$ cat config.mk
export PLATFORM = sky130hd
export DESIGN_NAME = uart_tx_serializer
export DESIGN_NICKNAME = d
export VERILOG_FILES = /design/src/rtl/uart_tx_serializer.sv
export SDC_FILE = /design/constraint.sdc
export NUM_CORES = 1
export LEC_CHECK = 0
export CAP_MARGIN = 5
export CORE_MARGIN = 8
export CORE_UTILIZATION = 53
export CTS_CLUSTER_DIAMETER = 30
export CTS_CLUSTER_SIZE = 24
export DETAILED_ROUTE_END_ITERATION = 12
export HOLD_SLACK_MARGIN = 0.05
export PLACE_DENSITY = 0.77
export SYNTH_ARGS = -nofsm -noshare
export SYNTH_HDL_FRONTEND = slang
export SYNTH_SLANG_ARGS = --single-unit
$ cat constraint.sdc
create_clock -name bclk -period 2.1 [get_ports bclk]
set_input_delay 0.525 -clock bclk [delete_from_list [all_inputs] [get_ports bclk]]
set_output_delay 0.525 -clock bclk [all_outputs]
set_load 0.05 [all_outputs]
$ cat src/rtl/uart_tx_serializer.sv
// uart_tx_serializer: UART transmit serializer.
// Accepts a THR byte on a tx_en edge while idle and shifts out
// start bit, LSB-first data, optional parity and stop bit(s).
// Clocked by the bit-rate clock; every output is registered.
module uart_tx_serializer #(
  parameter int DATA_BITS    = 8,
  parameter int CLKS_PER_BIT = 1,
  parameter int PARITY_EN    = 0,
  parameter int PARITY_ODD   = 0,
  parameter int STOP_BITS    = 1
) (
  input  logic                 bclk,
  input  logic                 rst,
  input  logic [DATA_BITS-1:0] THR,
  input  logic                 tx_en,
  output logic                 tx_status,
  output logic                 tx_data
);

  // Cycle counter must hold STOP_BITS*CLKS_PER_BIT-1 (the longest state).
  localparam int CNT_W = $clog2(STOP_BITS * CLKS_PER_BIT + 1);
  localparam int BIT_W = 3;

  localparam logic [CNT_W-1:0] BIT_LAST  = CNT_W'(CLKS_PER_BIT - 1);
  localparam logic [CNT_W-1:0] STOP_LAST = CNT_W'(STOP_BITS * CLKS_PER_BIT - 1);
  localparam logic [BIT_W-1:0] DATA_LAST = BIT_W'(DATA_BITS - 1);
  localparam logic             ODD_SEL   = (PARITY_ODD != 0) ? 1'b1 : 1'b0;
  localparam logic             PAR_USED  = (PARITY_EN != 0) ? 1'b1 : 1'b0;

  typedef enum logic [2:0] {
    IDLE   = 3'd0,
    START  = 3'd1,
    DATA   = 3'd2,
    PARITY = 3'd3,
    STOP   = 3'd4
  } state_t;

  // Even parity is the XOR of the data bits; odd parity is its inverse.
  function automatic logic calc_parity(input logic [DATA_BITS-1:0] data, input logic odd);
    calc_parity = (^data) ^ odd;
  endfunction

  state_t               r_state, w_state_nxt;
  logic [CNT_W-1:0]     r_clk_cnt, w_clk_cnt_nxt;
  logic [BIT_W-1:0]     r_bit_cnt, w_bit_cnt_nxt;
  logic [DATA_BITS-1:0] r_shift, w_shift_nxt;
  logic                 r_parity, w_parity_nxt;
  logic                 r_tx_data, w_tx_data_nxt;
  logic                 r_tx_status, w_tx_status_nxt;

  // State, counters, shift register and registered outputs.
  always_ff @(posedge bclk) begin
    if (rst) begin
      r_state     <= IDLE;
      r_clk_cnt   <= '0;
      r_bit_cnt   <= '0;
      r_shift     <= '0;
      r_parity    <= 1'b0;
      r_tx_data   <= 1'b1;
      r_tx_status <= 1'b0;
    end else begin
      r_state     <= w_state_nxt;
      r_clk_cnt   <= w_clk_cnt_nxt;
      r_bit_cnt   <= w_bit_cnt_nxt;
      r_shift     <= w_shift_nxt;
      r_parity    <= w_parity_nxt;
      r_tx_data   <= w_tx_data_nxt;
      r_tx_status <= w_tx_status_nxt;
    end
  end

  // Next-state logic; outputs are computed for the state being entered
  // so the line level changes on the same edge as the state.
  always_comb begin
    w_state_nxt     = r_state;
    w_clk_cnt_nxt   = r_clk_cnt;
    w_bit_cnt_nxt   = r_bit_cnt;
    w_shift_nxt     = r_shift;
    w_parity_nxt    = r_parity;
    w_tx_data_nxt   = r_tx_data;
    w_tx_status_nxt = r_tx_status;
    case (r_state)
      IDLE: begin
        w_tx_data_nxt   = 1'b1;
        w_tx_status_nxt = 1'b0;
        if (tx_en) begin
          w_shift_nxt     = THR;
          w_parity_nxt    = calc_parity(THR, ODD_SEL);
          w_clk_cnt_nxt   = '0;
          w_bit_cnt_nxt   = '0;
          w_state_nxt     = START;
          w_tx_data_nxt   = 1'b0;
          w_tx_status_nxt = 1'b1;
        end else begin
          w_clk_cnt_nxt = '0;
        end
      end
      START: begin
        if (r_clk_cnt == BIT_LAST) begin
          w_clk_cnt_nxt = '0;
          w_bit_cnt_nxt = '0;
          w_state_nxt   = DATA;
          w_tx_data_nxt = r_shift[0];
        end else begin
          w_clk_cnt_nxt = r_clk_cnt + CNT_W'(1);
        end
      end
      DATA: begin
        if (r_clk_cnt == BIT_LAST) begin
          w_clk_cnt_nxt = '0;
          if (r_bit_cnt == DATA_LAST) begin
            if (PAR_USED) begin
              w_state_nxt   = PARITY;
              w_tx_data_nxt = r_parity;
            end else begin
              w_state_nxt   = STOP;
              w_tx_data_nxt = 1'b1;
            end
          end else begin
            w_bit_cnt_nxt = r_bit_cnt + BIT_W'(1);
            w_shift_nxt   = r_shift >> 1;
            w_tx_data_nxt = r_shift[1];
          end
        end else begin
          w_clk_cnt_nxt = r_clk_cnt + CNT_W'(1);
        end
      end
      PARITY: begin
        if (r_clk_cnt == BIT_LAST) begin
          w_clk_cnt_nxt = '0;
          w_state_nxt   = STOP;
          w_tx_data_nxt = 1'b1;
        end else begin
          w_clk_cnt_nxt = r_clk_cnt + CNT_W'(1);
        end
      end
      STOP: begin
        w_tx_data_nxt = 1'b1;
        if (r_clk_cnt == STOP_LAST) begin
          w_clk_cnt_nxt   = '0;
          w_state_nxt     = IDLE;
          w_tx_status_nxt = 1'b0;
        end else begin
          w_clk_cnt_nxt = r_clk_cnt + CNT_W'(1);
        end
      end
      default: begin
        w_state_nxt     = IDLE;
        w_clk_cnt_nxt   = '0;
        w_bit_cnt_nxt   = '0;
        w_tx_data_nxt   = 1'b1;
        w_tx_status_nxt = 1'b0;
      end
    endcase
  end

  assign tx_data   = r_tx_data;
  assign tx_status = r_tx_status;

endmodule

## Word level (Yosys, flattened, before mapping)

Cells that the tools add are included.

- Bits in registers: 17
- Output and inout port bits: 2
- Logic and storage cells: 59

- Add/sub/neg operators: 2
- Equal/unequal tests: 12
- Mux-type cells: 24
- Bitwise operators: 4
- Reductions and logical operators: 11

Operator list:

| cell | count |
|---|---|
| $mux W3 | 9 |
| $mux W8 | 3 |
| $pmux W8 S2 | 1 |
| $pmux W3 S5 | 1 |
| $ne A2 B2 Y1 const B | 7 |
| $pmux W3 S4 | 1 |
| $mux W1 | 7 |
| $eq A3 B2 Y1 const B | 2 |
| $eq A3 B3 Y1 const B | 2 |
| $reduce_and A6 Y1 | 1 |
| $reduce_or A3 Y1 | 2 |
| $reduce_and A5 Y1 | 1 |
| $not A1 Y1 | 4 |
| $pmux W1 S4 | 1 |
| $reduce_and A4 Y1 | 1 |
| $reduce_or A4 Y1 | 1 |
| $add A3 B1 Y3 const B | 1 |
| $eq A3 B1 Y1 const B | 1 |
| $logic_not A3 Y1 | 1 |
| $pmux W1 S3 | 1 |
| $reduce_and A3 Y1 | 1 |
| $reduce_and A2 Y1 | 1 |
| $reduce_bool A2 Y1 | 1 |
| $reduce_or A2 Y1 | 1 |
| $add A1 B1 Y1 const B | 1 |

## Logic depth before layout (Yosys ltp)

Gate-level depths: netlist (run 1).

- Depth after elaboration: 4
- Depth in mapped cells: 6
- Depth with buffers taken out: 5

## Worst setup path after synthesis (run 1)

Ideal clock, no wire load.

- Path type: register -> register
- From: reg r_bit_cnt[0]
- To: reg r_shift[7]
- Setup time: 0.072 ns
- Arrival: 1.473 ns
- Slack: 0.556 ns
- Stages on the path, launching flop included: 7
- Cell sequence: dfxtp_1 -> ha_1 -> ha_1 -> nor3b_2 -> o21a_1 -> buf_4 -> mux2i_1

- Word-level cells in the longest chain between the ends: 3

Ends and longest elaborated chain:

| what | line | RTL |
|---|---|---|
| start: declaration | 45 | `logic [BIT_W-1:0] r_bit_cnt, w_bit_cnt_nxt;` |
| start signal: assignment | 64 | `r_bit_cnt <= w_bit_cnt_nxt;` |
| $eq A3 B3 Y1 | 111 | `if (r_bit_cnt == DATA_LAST) begin` |
| $ne A2 B2 Y1 (no source line) | n/a |  |
| $reduce_and A4 Y1 (no source line) | n/a |  |
| end signal: assignment | 65 | `r_shift <= w_shift_nxt;` |
| end: declaration | 46 | `logic [DATA_BITS-1:0] r_shift, w_shift_nxt;` |

Every way passes these cells.
A chain may end at the register's enable or synchronous reset.

## Worst setup path in the final report (run 1)

- From: reg r_tx_status (netlist: tx_status)
- To: out tx_status

RTL lines:

| what | line | RTL |
|---|---|---|
| start: declaration | 49 | `logic r_tx_status, w_tx_status_nxt;` |
| start signal: assignment | 68 | `r_tx_status <= w_tx_status_nxt;` |
| end: declaration | 16 | `output logic tx_status,` |

No word-level cell between the ends.

==> summary.txt, run 1 <==
Run status
  – Status: complete, no violations

Timing
  – Final worst path period share: 93.0%
  – Max Transition Viols Final: 0
  – Achievable frequency: slightly above 0.5 GHz
  – Worst path setup slack after routing: 146 ps
  – Setup repair after global routing missed its margin: no
  – Worst slew margin: 65.1%
  – Time the final worst path needs with I/O delays and setup: 1950 ps
  – Sum of negative setup slack: 0 ps
  – Setup violation total in the final timing report: 0
  – Layout Skew: slightly above 4 ps
  – Worst Max-Slew Pin Slew: 523 ps
  – Number of hold-slack violations in the final timing report: 0

Clock tree
  – Post-cts repair resize count: 0
  – CTS H-tree depth: 1
  – CTS Buf Count: 3
  – Clock Pin Slew Worst Setup and Hold Paths: ~100 ps
  – Hold buffer count at CTS: 0
  – Total setup buffers inserted after CTS: 0
  – Sink count of the clock tree: 17
  – Clock tree root driver cell: sky130_fd_sc_hd__clkbuf_4
  – Clock tree from TritonCTS: done
  – Insertion delay of the later-clocked pin in the worst-skew pair: just under 300 ps
  – Clock buffer depth: 2

Route
  – Antenna Nets Post-Route: 0
  – Detailed-route vias per instance: 5.81
  – Number of vias in the routed layout: between 800 and 900
  – First drt pass iteration count: 4
  – WL per Instance: 14.3 um
  – Post-route DRC: 0
  – Total wire length: approximately 2000 um
  – Drt first-iter violations: 25

Synth
  – Compound-Gate Fraction of Synth Area: approximately a quarter
  – Post-synthesis cell area: roughly 970 um^2
  – Most common library cells after synthesis: sky130_fd_sc_hd__dfxtp_1, sky130_fd_sc_hd__mux2i_1, sky130_fd_sc_hd__o21bai_1
  – Syn avg cell area: 9.72 um^2
  – Mapped Nets: around 110
  – Top flip-flop cell by instance count after synthesis: sky130_fd_sc_hd__dfxtp_1
  – Number of instances in the synthesized netlist: 100
  – Count of flip-flops with a built-in enable after synthesis: 0
  – Synthesized-area fraction occupied by and/or/nand/nor cells: about 19%
  – Leading cell types by total area after synthesis: sky130_fd_sc_hd__dfxtp_1, sky130_fd_sc_hd__mux2i_1, sky130_fd_sc_hd__o21bai_1
  – Flop and latch count out of synthesis: 17
  – Area share of the largest cell type after synthesis: 35.0%
  – Cell with the most instances after synthesis: sky130_fd_sc_hd__dfxtp_1
  – Count of warnings emitted by yosys: 0
  – Combinational family with the most area after synthesis: compound AO/OA/AOI/OAI gates
  – Netlist cell types: 27
  – Share of async-settable or async-resettable flops after synthesis: 0%
  – Sequential share of the synthesized area: 35.0%
  – Mux cell area share after synthesis: 12.4%
  – Library cell occupying the most area in the post-synthesis netlist: sky130_fd_sc_hd__dfxtp_1
  – Parity-gate share of the synthesized area counting xor and xnor cells: 0%
  – Adder-cell area share of the yosys netlist: under 10%

Setup path
  – Required time of the critical path: 1570 ps
  – Critical path data arrival time: 1430 ps
  – Largest stage delay, worst path: 800 ps
  – Critical path's top delay family: buffers and inverters
  – Largest fanout on the critical path: 2
  – Sort of element at the start of the critical path: flip-flop
  – Start-to-end type of the worst setup path: reg2out
  – Crit-path cells: clkdlybuf4s50_1
  – Setup crit end kind: output port
  – CP max stage cell: sky130_fd_sc_hd__clkdlybuf4s50_1
  – Number of buffer and inverter instances along the worst setup path: 1

Layout
  – FF/Latch Area: between 300 and 400 um^2
  – Proportion of layout cells with a drive suffix above 1: 14.9%
  – Area of combinational cells with multiple inputs: 572 um^2
  – Number of inserted diodes: 0
  – Area Growth Syn to Fin: 17.9%
  – Final standard cell area without fillers: approximately 1100 um^2
  – Layout net count: 128
  – Number of filler cells placed in the layout: 151

Global route
  – Global route total overflow: 0
  – Antenna violations before repair: 0
  – Total track usage: between 10% and 20%
  – Vias in the first global route: 820
  – First-pass GRT wire length: ~3500 um
  – Maximum number of pins on one net before global-route repair: 15

Die
  – Die area: roughly 3500 um^2
  – Row Count: 15
  – Effective utilization at floorplan: 56.3%
  – Height of the die: approximately 60 um
  – Number of top-level pins: 13
  – Die Wd: a little under 60 um
  – Core region area: 1730 um^2

Place
  – Post-Place Cell Area: approximately 1100 um^2
  – # port buffers: 12
  – Post-detailed-placement half-perimeter wirelength: 1490 um
  – Gp weighted congestion: ~0.75
  – Pre-CTS setup slack: around 220 ps

Run
  – Number of violations of the max-capacitance limit: 0

Pwr
  – Cell Pwr Density: 616 nW/um^2
  – Leakage power: about 0.45 nW
  – Largest voltage drop on the vdd net: between 400 and 500 uV

Worst hold path
  – Worst min-delay path class: reg2reg
## where the power goes
| part | leakage [nW] | switching (mW) | internal, mW |
|---|---|---|---|
| Clock | 0.0150 | 0.102 | 0.0739 |
| Sequential | 0.140 | 0.0243 | 0.347 |
| Combinational | 0.297 | 0.0753 | 0.0837 |
| Total | 0.452 | 0.202 | 0.505 |
## placed cells by master (no fill, tap or decap), types with 2 or more instances in the layout
cell	n
sky130_fd_sc_hd__dfxtp_1	17
sky130_fd_sc_hd__mux2i_1	12
sky130_fd_sc_hd__clkdlybuf4s50_1	12
sky130_fd_sc_hd__o21bai_1	10
sky130_fd_sc_hd__a21oi_1	9
sky130_fd_sc_hd__o311ai_0	7
sky130_fd_sc_hd__nand2_1	7
sky130_fd_sc_hd__buf_4	7
sky130_fd_sc_hd__nor3b_2	3
sky130_fd_sc_hd__nor2_1	3
sky130_fd_sc_hd__o21ai_0	3
sky130_fd_sc_hd__clkbuf_4	3
sky130_fd_sc_hd__o21a_1	2
sky130_fd_sc_hd__nor3b_1	2
sky130_fd_sc_hd__nor3_1	2
sky130_fd_sc_hd__nand3_1	2
sky130_fd_sc_hd__nor4b_2	2
sky130_fd_sc_hd__ha_1	2
## state kept, by name (all words and copies together) (netlist names)
name,flops
r_state,3
r_clk_cnt,1
r_bit_cnt,3
tx_data,1
r_shift,8
tx_status,1
## worst min-delay path: cells and delay by family (launching register included)
family	cells	cell delay, ps
flops	1	320
mux	1	60
simple gates	1	60
## cell families after synthesis
group | after synthesis
mux | 12
compound gates | 34
buf+inv | 10
simple gates | 24
other cells | 1
flops | 17
fa+ha+maj | 2
## final cells by class
class	count	area share, %
clock buffer	4	2.29
multi-input combinational	73	49.9
tap	25	2.73
sequential	17	29.7
timing repair buffer	19	15.1
inverter	1	0.328
## final timing paths
| kind | startpoint | end | slack, ps | cells past startpoint |
|---|---|---|---|---|
| worst max-delay path | tx_status | tx_status | 150 | 1 |
| worst max register to register | r_bit_cnt[0] | r_shift[7] | 460 | 5 |
| worst min register to register | r_shift[7] | r_shift[7] | 470 | 2 |
| worst min-delay path | r_shift[7] | r_shift[7] | 470 | 2 |
## routing by layer
metal,GRT usage [%],share of wire [%]
met4,6.14,1.4
met3,3.04,4.7
met1,14.5,43
met5,0,0
met2,21.8,51
## stage by stage
step	hold slack (ps)	cells	total power [mW]	utilization [%]
finish	474	139	0.706	66.4
global route	504	139	0.747	66.4
detailed placement	454	135	0.538	64.9
CTS	477	139	0.711	66.4
floorplan	434	100	0.489	-
global placement	443	135	0.533	64.9
Power figures use the tool's default switching activity.
==> run 2, diff against run 1 <==
==> constraint.sdc (replaced) <==
create_clock -name bclk -period 2.1 [get_ports bclk]
set_input_delay 0.525 -clock bclk [delete_from_list [all_inputs] [get_ports bclk]]
set_output_delay 0.525 -clock bclk [all_outputs]
set_load 0.02 [all_outputs]
==> results of run 2 <==
The final DEF is identical to that of run 1. Status: complete, no violations.
Main changes from that run: setup slack after layout 146 ps -> 346 ps; total power 0.706 mW -> 0.697 mW; worst IR drop on VDD 439 uV -> 437 uV
